$ cat src/rtl/encode_8_input_seq.sv
// Sequential 8-to-3 encoder: captures a request vector on a load strobe and
// hands out set-bit indices lowest first, one per valid/ready transfer.
module encode_8_input_seq #(
  parameter int N = 3
) (
  input  logic              clk,
  input  logic              rst,
  input  logic [(1<<N)-1:0] en_in,
  input  logic              en_load,
  output logic [N-1:0]      en_out,
  output logic              en_valid,
  input  logic              en_ready,
  output logic              en_busy,
  output logic [N:0]        en_count,
  output logic              en_zero,
  output logic              en_drop
);

  localparam int W = 1 << N;

  typedef enum logic {IDLE, SERVE} state_t;

  state_t         state_reg, state_next;
  logic [W-1:0]   pending_reg, pending_next;
  logic [N-1:0]   out_reg, out_next;
  logic [N:0]     count_reg, count_next;
  logic           valid_reg, busy_reg, zero_reg, drop_reg;
  logic           zero_next, drop_next;
  logic [W-1:0]   served_mask;

  // One-hot mask of the index currently presented to the consumer.
  generate
    for (genvar gi = 0; gi < W; gi++) begin : g_mask
      assign served_mask[gi] = (out_reg == N'(gi));
    end
  endgenerate

  always_comb begin
    state_next   = state_reg;
    pending_next = pending_reg;
    zero_next    = 1'b0;
    drop_next    = 1'b0;
    out_next     = '0;
    count_next   = '0;
    case (state_reg)
      IDLE: begin
        if (en_load) begin
          if (en_in != '0) begin
            pending_next = en_in;
            state_next   = SERVE;
          end else begin
            zero_next = 1'b1;
          end
        end
      end
      SERVE: begin
        // A load is refused for the whole SERVE state, final transfer included.
        drop_next = en_load;
        if (valid_reg && en_ready) begin
          pending_next = pending_reg & ~served_mask;
          if (pending_next == '0) state_next = IDLE;
        end
      end
      default: state_next = IDLE;
    endcase
    // Scan downward so the lowest set bit wins.
    for (int i = W - 1; i >= 0; i--) begin
      if (pending_next[i]) out_next = N'(i);
    end
    for (int i = 0; i < W; i++) begin
      count_next = count_next + (N+1)'(pending_next[i]);
    end
  end

  always_ff @(posedge clk or posedge rst) begin
    if (rst) begin
      state_reg   <= IDLE;
      pending_reg <= '0;
      out_reg     <= '0;
      count_reg   <= '0;
      valid_reg   <= 1'b0;
      busy_reg    <= 1'b0;
      zero_reg    <= 1'b0;
      drop_reg    <= 1'b0;
    end else begin
      state_reg   <= state_next;
      pending_reg <= pending_next;
      out_reg     <= out_next;
      count_reg   <= count_next;
      valid_reg   <= (state_next == SERVE);
      busy_reg    <= (state_next == SERVE);
      zero_reg    <= zero_next;
      drop_reg    <= drop_next;
    end
  end

  assign en_out   = out_reg;
  assign en_valid = valid_reg;
  assign en_busy  = busy_reg;
  assign en_count = count_reg;
  assign en_zero  = zero_reg;
  assign en_drop  = drop_reg;

endmodule

$ cat config.mk
export PLATFORM = sky130hd
export DESIGN_NAME = encode_8_input_seq
export DESIGN_NICKNAME = d
export VERILOG_FILES = /design/src/rtl/encode_8_input_seq.sv
export SDC_FILE = /design/constraint.sdc
export NUM_CORES = 1
export LEC_CHECK = 0
export CORE_ASPECT_RATIO = 0.7
export CORE_MARGIN = 2
export CORE_UTILIZATION = 50
export DETAILED_ROUTE_END_ITERATION = 10
export PLACE_DENSITY = 0.9
export SYNTH_ARGS = -nofsm -noshare
export SYNTH_HDL_FRONTEND = slang
export SYNTH_SLANG_ARGS = --single-unit
$ cat constraint.sdc
create_clock -name clk -period 4.4 [get_ports clk]
set_input_delay 1.32 -clock clk [delete_from_list [all_inputs] [get_ports clk]]
set_output_delay 1.32 -clock clk [all_outputs]
set_load 0.005 [all_outputs]
After elaboration in Yosys (flattened, before gate mapping)
Cells that the tools add are included.
Storage, ports and cells
  ROM bits: 0
  memories kept: 0
  register bits: 18
  bits in latches: 0
  input port bits: 12
  output and inout bits: 11
  logic and storage cells: 48
  bits in writable memories: 0
Cells by class
  $add $sub $neg: 7
  multiplexer cells: 21
  equal/unequal tests: 7
  bitwise logic cells: 3
  divide/modulo/power cells: 0
  multipliers: 0
  reduce and logical (&&, ||, !) cells: 4
  $lt $le $gt $ge: 0
  shifts and indexed selects: 0
Operators by type and width (number)
  two-way mux 3 bit: 8
  two-way mux 8 bit: 3
  adder 4 x 1 -> 4 bit: 4
  case mux 8 bit (2 select lines): 1
  == test 3 bit, second input constant: 4
  AND 8 bit: 1
  zero test 8 bit: 1
  two-way mux 1 bit: 8
  NOT 8 bit: 1
  nonzero test 8 bit: 1
  == test 3 x 2 -> 1 bit, second input constant: 2
  adder 3 x 1 -> 4 bit: 1
  adder 2 x 1 -> 3 bit: 1
  == test 3 x 1 -> 1 bit, second input constant: 1
  zero test 3 bit: 1
  adder 1 x 1 -> 2 bit: 1
  case mux 1 bit (2 select lines): 1
  logical AND 1 bit: 1
  NOT 1 bit: 1

Logic depth before layout (Yosys ltp)
  depth in word-level cells: 13
  gate-level depth with buffers: 13
  mapped depth without buffers: 12

Worst setup path after synthesis
OpenSTA, ideal clock, no wires.
  path kind: input to register
  start: input port en_in[7]
  end: register count_reg[2], in the netlist en_count[2]
  stages on the path: 12
  data arrival time: 4.233 ns
  slack: 0.044 ns
  buffers on the path: 0
  cell sequence: nor4_4 a21oi_4 o21ai_1 fa_1 inv_1 fa_1 fa_1 inv_1 ha_1 inv_1 fa_1 xnor2_1
Between the ends
  elaborated cells between the ends (all ways): 11
  those cells by class: 7 x add/sub; 3 x mux; 1 x reduce/logical
RTL lines
  start, declared: line 8  | input logic [(1<<N)-1:0] en_in,
  nonzero test 8 bit: line 48  | if (en_in != '0) begin
  two-way mux 8 bit: line 48
  two-way mux 8 bit: line 47  | if (en_load) begin
  case mux 8 bit (2 select lines): line 45  | case (state_reg)
  named net pending_next[3]: line 24  | logic [W-1:0] pending_reg, pending_next;
  adder 3 x 1 -> 4 bit: line 71  | count_next = count_next + (N+1)'(pending_next[i]);
  adder 4 x 1 -> 4 bit (4 in a row): line 71
  named net count_next[2]: line 26  | logic [N:0] count_reg, count_next;
  end signal, assigned: line 89  | count_reg <= count_next;
  end, declared: line 26
The timed path passes the listed nets, and every way through them passes these cells.

Final worst setup path
  start: input port en_in[2]
  end: register count_reg[1], in the netlist en_count[1]
Between the ends
  word-level cells in the longest chain between the ends: 11
Ends and longest elaborated chain (line)
  nonzero test 8 bit: 48
  two-way mux 8 bit: 48
  two-way mux 8 bit: 47
  case mux 8 bit (2 select lines): 45
  named net pending_next[1]: 24
  adder 1 x 1 -> 2 bit: 71
  adder 2 x 1 -> 3 bit: 71
  adder 3 x 1 -> 4 bit: 71
  adder 4 x 1 -> 4 bit (4 in a row): 71
  named net count_next[1]: 26
The timed path passes the listed nets, and every way through them passes these cells.

==> flow_summary.yaml <==
run_status:
  status: "completed"
worst_setup_path:
  cp.buffers_inverters: 6
  worstPathCellList: "dlygate4sd2_1, nor4_4, a21oi_4, o21ai_2, buf_6, fa_1, inv_2, fa_1, fa_1, inv_1, ha_2, inv_1, fa_2, inv_1"
  path_class: "input pin to flip-flop"
  r2r.worst_path.cells: 13
  cp_data_arrival_time_ns: 4.55
  r2r_start: "en_out[2]"
  crit_family: "adder cells"
  critPathMaxFanout: 4
  r2r_setup_slack_ns: 0.72
  cp_slowest_stage_delay_ns: 0.51
  rr_endpoint: "en_count[1]"
  cp.required_ns: 4.62
  critPathLaunchType: "input pin"
  slowest_stage: "fa_2"
  end_kind: "flip-flop"
timing:
  slew_violations: 0
  finalCritPeriodShare_pct: 98.6
  max_freq_mhz: 231
  fin_crit_ns: 4.34
  tightest_slew_ns: 0.710
  skew_ns: 0.00453
  slew_headroom_pct: 52.6
  setup_viol: 0
  fin_hold_ws_ns: 0.639
  hold_violations: 0
global_route:
  grt_max_degree: 19
  grt_usage_pct: 23.8
  grt_overflow: 0
  antenna_found_initial: 0
  grt_pass1_wl_um: 4310
  grt_pass1_vias: 945
worst_hold_path:
  hold_path.class: "flip-flop to flip-flop"
  worstHoldStart: "pending_reg[4]"
  hold_depth: 2
  min_to: "pending_reg[4]"
routing:
  first_pass_iters: 4
  totalWireLength_um: 2750
  vias: 978
  detail_route.wl_per_cell_um: 16.1
  first_iter_violations: 42
  drc: 0
  ant_nets: 0
  viasPerCell: 5.72
cts:
  postCtsHoldBufs: 0
  insertion_delay_ns: 0.31
  clock_sinks: 18
  cts_tree: "built"
  cts.htree.levels: 1
  clk_pin_slew_worst_paths_ns: 0.11
  cts_root_buf: "clkbuf_4"
  numCtsBuffers: 3
  cts.path.max_buffers: 2
synthesis:
  synth_nets: 130
  syn_area_sq_mm: 0.00109
  yosys_register_bits: 18
  synth_cell_types: 35
  synth_area_leaders: "dfrtp_1 (41%), fa_1 (7.4%), nand2_1 (4.5%)"
  async_reset_ff_share_pct: 100
  synth_top_area_share_pct: 41.4
  synthCells: 111
  synth_sequential_area_ratio_pct: 41.4
  yosys.area.top_type: "dfrtp_1"
  synth_top_flop_cell: "dfrtp_1"
  synth-edff-count: 0
  synth.avg_cell_area_sq_um: 9.80
  ys_warn_count: 0
pwr:
  p_per_area_mw_per_mm2: 838
  p_total_uw: 1250
  leakagePower_uw: 0.000666
  ir_drop_mv: 0.542
placement:
  dp.cells: 161
  place_congestion: 0.917
  portBuffers: 22
  dp_hpwl_um: 1980
  place_area_sq_mm: 0.00138
die:
  initial_core_util_pct: 51.7
  die_h_um: 43.0
  die-area_sq_mm: 0.00257
  fp.dieW_um: 59.7
  coreArea_sq_mm: 0.00210
  io-pin-count: 23
  rows: 14
cells_and_area:
  area.growth.synth_to_final_pct: 36.7
  layout-drive-gt1-share_pct: 24.5
  fin_cells: 171
  nNetsFinal: 167
  fin_area_sq_mm: 0.00149
  diodes: 0
  fillers: 162
  largest_reg_flops: 8
flow_run:
  maxCapViolations: 0
==> layer usage <==
metal | GRT usage (%) | up-vias | routed length, um
met5 | 0 | - | 0
met4 | 8.00 | 0 | 34
met3 | 6.10 | 7 | 216
met2 | 38.5 | 42 | 1370
met1 | 31.0 | 478 | 1130
li1 | - | 451 | -
==> what timing repair did <==
action	in CTS	in global routing
gates cloned	0	0
setup buffers	3	3
pin swaps	5	6
resized for setup	14	11
endpoints found under the setup margin	2	1
==> cell families (layout without fill, tap and decap cells) <==
family                     after synthesis  count (layout)  share of synthesized area, %
xor gates and xnor gates                 1               1                         0.806
adders and majority gates                7               7                          10.8
AOI/OAI and AO/OA                       31              31                          19.7
buffers and inverters                   16              52                          5.98
DFF                                     18              18                          41.4
muxes                                    1               1                         0.921
and+or+nand+nor                         37              37                          20.4
==> power by group <==
group	internal (uW)	switching (uW)
combinational	406	412
sequential	242	78.7
clock	50.6	56.9
total	699	547
==> metrics by stage <==
step	TNS [ns]	utilization [%]	setup slack, ns
finish	0	70.7	0.0630
global route	-0.0178	70.7	-0.0178
CTS	0	68.3	0.0916
detailed placement	-1.26	65.5	-0.497
global placement	-0.876	65.5	-0.383
floorplan	0	-	0.0441
==> layout by cell type, fill, tap and decap left out, drive strengths merged, types with 3 or more instances in the layout <==
cell / n
nor2b: 3
dlygate4sd2: 8
nor2: 7
nand2: 13
o21ai: 16
inv: 12
fa: 4
nand2b: 3
buf: 14
dfrtp: 18
ha: 3
clkbuf: 5
a21oi: 7
clkdlybuf4s50: 12
==> worst register-to-register path: cells and delay by family, from the launching register on <==
kind                     cells  cell delay (ns)
adder cells (fa/ha/maj)      5             2.15
flip-flops                   1             0.49
buffers and inverters        5             0.33
AO/OA/AOI/OAI                2             0.32
AND/OR/NAND/NOR              1             0.30
==> Yosys cell counts, types with 2 or more instances <==
cell	number
inv_1	12
nor4_4	2
or4_1	2
o21ai_0	8
dfrtp_1	18
o31ai_1	2
nor2_1	7
nand2b_1	2
nor2b_1	3
ha_1	3
nand3_1	2
o21ai_2	2
a21oi_1	6
o21ai_1	5
nand3b_1	2
nand2_1	13
fa_1	4
==> cell type report <==
cell class	count	area [sq um]	area share, %
timing repair buffer	36	314	21.1
tap	24	30.0	2.02
inverter	12	45.0	3.03
sequential	18	450	30.3
multi-input combinational	77	611	41.1
clock buffer	4	36.3	2.44
==> worst max path at each step <==
stage	slack, ns	cells after the start	end	startpoint
3_3_place_gp	-0.38	13	en_count[2]	en_in[7]
3_5_place_dp	-0.50	13	en_count[2]	en_in[3]
6_report	0.06	14	en_count[1]	en_in[2]
5_1_grt	-0.02	14	en_count[1]	en_in[2]
4_1_cts	0.09	14	en_count[1]	en_in[0]
2_1_floorplan	0.04	12	en_count[2]	en_in[7]
Note: power is estimated with default switching activity, not from simulation.
